## config.mk

```make
export PLATFORM = sky130hd
export DESIGN_NAME = prod_accum_stage
export DESIGN_NICKNAME = d
export VERILOG_FILES = /design/src/rtl/prod_accum_stage.sv
export SDC_FILE = /design/constraint.sdc
export NUM_CORES = 1
export LEC_CHECK = 0
export ABC_AREA = 1
export CAP_MARGIN = 20
export CORE_MARGIN = 4
export CORE_UTILIZATION = 24
export CTS_CLUSTER_DIAMETER = 150
export DETAILED_ROUTE_END_ITERATION = 12
export GPL_TIMING_DRIVEN = 0
export SETUP_SLACK_MARGIN = 0.1
export SLEW_MARGIN = 20
export SYNTH_ARGS = -nofsm -noshare
export SYNTH_HDL_FRONTEND = slang
export SYNTH_SLANG_ARGS = --single-unit
```

## constraint.sdc

```tcl
create_clock -name clk -period 5.1 [get_ports clk]
set_input_delay 1.02 -clock clk [delete_from_list [all_inputs] [get_ports clk]]
set_output_delay 1.02 -clock clk [all_outputs]
set_load 0.02 [all_outputs]
```

## src/rtl/prod_accum_stage.sv

```systemverilog
`default_nettype none
// ============================================================================
// Module      : prod_accum_stage
// Description : Accumulates a programmed number of unsigned multiplier
//               products and returns the sum over a valid/ready handshake.
//               Optional macro ACC_SATURATE_EN: saturate instead of wrap.
// Revision    : 1.0 - initial release
// ============================================================================
module prod_accum_stage #(
  parameter int PROD_W = 8,
  parameter int ACC_W  = 16,
  parameter int LEN_W  = 8
) (
  input  logic              clk,
  input  logic              rst_n,
  input  logic              start,
  input  logic [LEN_W-1:0]  len,
  input  logic              in_valid,
  output logic              in_ready,
  input  logic [PROD_W-1:0] in_prod,
  output logic              out_valid,
  input  logic              out_ready,
  output logic [ACC_W-1:0]  out_acc,
  output logic              busy,
  output logic              overflow
);

  localparam logic [1:0] c_idle  = 2'd0;
  localparam logic [1:0] c_accum = 2'd1;
  localparam logic [1:0] c_done  = 2'd2;

  logic [1:0]       r_state;
  logic [ACC_W-1:0] r_acc;
  logic [LEN_W-1:0] r_remaining;
  logic             r_overflow;

  logic [ACC_W:0]   w_sum;
  logic             w_carry;
  logic [ACC_W-1:0] w_acc_next;
  logic             w_accept;

  // One extra bit captures the carry out of the accumulator.
  assign w_sum   = {1'b0, r_acc} + {{(ACC_W + 1 - PROD_W){1'b0}}, in_prod};
  assign w_carry = w_sum[ACC_W];

`ifdef ACC_SATURATE_EN
  // Once at all-ones any nonzero product carries again, so saturation holds.
  assign w_acc_next = w_carry ? {ACC_W{1'b1}} : w_sum[ACC_W-1:0];
`else
  assign w_acc_next = w_sum[ACC_W-1:0];
`endif

  assign w_accept  = in_valid && (r_state == c_accum);

  assign in_ready  = (r_state == c_accum);
  assign out_valid = (r_state == c_done);
  assign busy      = (r_state != c_idle);
  assign out_acc   = r_acc;
  assign overflow  = r_overflow;

  always_ff @(posedge clk or negedge rst_n) begin
    if (!rst_n) begin
      r_state     <= c_idle;
      r_acc       <= '0;
      r_remaining <= '0;
      r_overflow  <= 1'b0;
    end else begin
      case (r_state)
        c_idle: begin
          if (start) begin
            r_acc      <= '0;
            r_overflow <= 1'b0;
            if (len != '0) begin
              r_remaining <= len;
              r_state     <= c_accum;
            end else begin
              r_state <= c_done;
            end
          end
        end
        c_accum: begin
          if (w_accept) begin
            r_acc       <= w_acc_next;
            r_remaining <= r_remaining - LEN_W'(1);
            if (w_carry) begin
              r_overflow <= 1'b1;
            end
            if (r_remaining == LEN_W'(1)) begin
              r_state <= c_done;
            end
          end
        end
        c_done: begin
          if (out_ready) begin
            r_state <= c_idle;
          end
        end
        default: r_state <= c_idle;
      endcase
    end
  end

endmodule
`default_nettype wire

```

==> results.py <==
metrics = {
    "run_status": {
        "status": "complete, no violations",
    },
    "grt": {
        "grt_pass1_vias": 1798,
        "grt_pass1_wl_um": 8355,
        "globalRouteOverflowTotal": 0,
        "grt_max_degree": 28,
        "grt_usage_pct": 10.48,
        "antenna_found_initial": 0,
    },
    "detailed_routing": {
        "first_pass_iters": 4,
        "antenna_left": 0,
        "dr_total_vias": 1902,
        "wl_per_cell_um": 11.51,
        "wl_um": 4892,
        "drc": 0,
        "viasPerCell": 4.475,
        "first_iter_violations": 61,
    },
    "sta": {
        "slew_violations": 0,
        "worstMarginPinSlew_ps": 664.5,
        "fmax_mhz": 345.4,
        "clock_skew_ps": 9.194,
        "post-route-min-period_ps": 2895,
        "fin_crit_sh_pct": 56.77,
        "relSlewSlack_pct": 55.70,
        "rsz0062_at_grt": "no",
        "finalSetupTns_ps": 0,
        "hold_viol": 0,
        "setup_slack_ps": 2205,
        "setup_violations": 0,
    },
    "power": {
        "powerDensity_nw_per_um2": 458.7,
        "p_clk_share_pct": 11.2,
        "swShare_pct": 47.53,
        "netSwitchingPower_uw": 541.7,
        "intPower_uw": 598.1,
        "fin_total_pwr_uw": 1140,
        "peakVddDrop_mv": 0.1791,
        "p_seq_share_pct": 30.4,
        "power_frac_comb_pct": 58.3,
        "leakagePower_uw": 0.001185,
    },
    "die": {
        "core_area_um2": 7727,
        "dieArea_um2": 9475,
        "rows": 32,
        "start_util_pct": 24.79,
        "die_w_um": 97.34,
        "io-pin-count": 41,
        "die_y_um": 97.34,
    },
    "clock_network": {
        "cts_tree": "done",
        "clkLatencyLatePin_ps": 280,
        "cts-buffers-inserted": 3,
        "clock_path_buffers": 2,
        "cts-root-buf": "clkbuf_8",
        "cts_sinks": 27,
        "clk_pin_slew_ps": 100,
        "htreeDepth": 1,
        "post_cts_resized": 0,
        "hold_buffers": 0,
        "cts_setup_buffers": 0,
    },
    "yosys": {
        "synth_edf_count": 0,
        "synth_cell_types": 30,
        "yosysTopAreaCell": "dfrtp_1",
        "synth_area_um2": 1916,
        "ys_seq_area_share_pct": 35.27,
        "synth_area_leaders": "dfrtp_1 35%, nand2_1 16%, nor2_1 7.3%",
        "yosysWarnings": 0,
        "ys_ff_latch": 27,
        "synth_cells": 279,
        "synth.top_cell.area_share_pct": 35.27,
        "synth-async-reset-ratio_pct": 100.0,
        "yosys_most_used_dff": "dfrtp_1",
        "synth_nets": 311,
        "syn_avg_cell_area_um2": 6.866,
    },
    "final_layout": {
        "layout_commonest_cell": "nand2_1",
        "area_growth_pct": 29.72,
        "fillerInstances": 826,
        "layout_common_cells": "80 x nand2_1, 39 x clkdlybuf4s50_1, 37 x nor2_1",
        "seq_area_um2": 675.6,
        "fin_nets": 356,
        "multiInputGateArea_um2": 1077,
        "layout-drive-gt1-share_pct": 5.263,
        "diodes": 0,
        "post-route-util_pct": 32.16,
        "final_area_um2": 2485,
    },
    "placed_design": {
        "routabilityCongestion": 0.8344,
        "io_buffers": 40,
        "dp_hpwl_um": 3834,
        "place_ws_ps": 2029,
        "placed_cell_area_um2": 2439,
    },
    "min_path": {
        "whs_path_depth": 2,
        "hold_class": "reg2reg",
        "hp-start": "r_remaining[7]$_DFFE_PN0P_",
        "whs_endpoint": "r_remaining[7]$_DFFE_PN0P_",
    },
    "critical_path": {
        "cp_data_required_time_ps": 4080,
        "worstPathMaxFanout": 10,
        "crit_path_end_kind": "primary output",
        "reg2reg_setup_slack_ps": 3180,
        "r2r_end": "out_acc[12]$_DFFE_PN0P_",
        "cp.arrival_ps": 1880,
        "rr_startpoint": "out_acc[0]$_DFFE_PN0P_",
        "critPathKind": "reg2out",
        "rr_worst_depth": 12,
        "start_kind": "register",
    },
    "job": {
        "maxCapViolations": 0,
    },
}
==> critical path: stages, from the launching register on <==
cell and delay, ps:
dfrtp_1 410, inv_2 90, nor2_4 170, buf_2 270, clkdlybuf4s50_1 650
==> final cells by class <==
| type | instances | share of cell area [%] |
|---|---|---|
| multi-input cells | 211 | 43.35 |
| flip-flops and latches | 27 | 27.19 |
| repair buffers | 40 | 15.91 |
| inverters | 39 | 5.891 |
| well taps | 102 | 5.136 |
| clock buffers | 3 | 1.662 |
| plain buffers | 2 | 0.6546 |
| clock inverters | 1 | 0.2014 |
==> synth_stat cells (3+ instances only) <==
master   number
dfrtp_1      27
nand3_1      27
ha_1         10
a21oi_1      13
inv_1        36
nor3_1        3
o21ai_0      15
nand2_2       3
nand2_1      80
nor2_1       37
xnor2_1       3
==> cells by family (layout without fill, tap and decap cells) <==
| group | count (synthesis) | in the layout | synth area share [%] |
|---|---|---|---|
| simple gates | 156 | 156 | 34.23 |
| buf+inv | 41 | 85 | 8.491 |
| compound gates | 39 | 39 | 12.15 |
| flops | 27 | 27 | 35.27 |
| fa+ha+maj | 11 | 11 | 7.577 |
| xor+xnor | 5 | 5 | 2.287 |
==> how the worst max path moves through the flow <==
| stage | start | end | slack [ps] | cells after the start |
|---|---|---|---|---|
| 6_report | r_state[0]$_DFFE_PN0P_ | in_ready | 2200 | 4 |
| 5_1_grt | in_prod[0] | out_acc[12]$_DFFE_PN0P_ | 2080 | 13 |
| 4_1_cts | r_state[0]$_DFFE_PN0P_ | in_ready | 2200 | 4 |
| 3_5_place_dp | in_prod[0] | out_acc[12]$_DFFE_PN0P_ | 2030 | 13 |
| 3_3_place_gp | in_prod[0] | out_acc[12]$_DFFE_PN0P_ | 2050 | 12 |
| 2_1_floorplan | in_prod[0] | out_acc[12]$_DFFE_PN0P_ | 2770 | 11 |
==> through the flow <==
step | hold slack [ps] | std cells
5_1_grt | 560.8 | 425
3_3_place_gp | 485.6 | 421
4_1_cts | 524.1 | 425
6_report | 518.4 | 425
2_1_floorplan | 464.1 | 279
3_5_place_dp | 493.2 | 421
==> sequential cells by signal (all words and copies together), names as in the netlist <==
register / flops
out_acc: 16
overflow: 1
r_remaining: 8
r_state: 2
==> power by group through the flow <==
| stage | clock network, uW | logic, uW | registers [uW] |
|---|---|---|---|
| floorplan | 0 | 431 | 370 |
| global placement | 0 | 663 | 348 |
| detailed placement | 0 | 669 | 350 |
| CTS | 134 | 672 | 346 |
| global route | 140 | 755 | 358 |
| finish | 128 | 665 | 347 |
==> per-layer routing <==
| metal | vias to the layer above | GRT usage, % | wire length [um] |
|---|---|---|---|
| met5 | - | 0 | 0 |
| met4 | 0 | 2.236 | 31 |
| met3 | 4 | 1.938 | 195 |
| met2 | 47 | 17.36 | 2251 |
| met1 | 868 | 14.27 | 2414 |
| li1 | 983 | - | - |
Power figures use the tool's default switching activity.
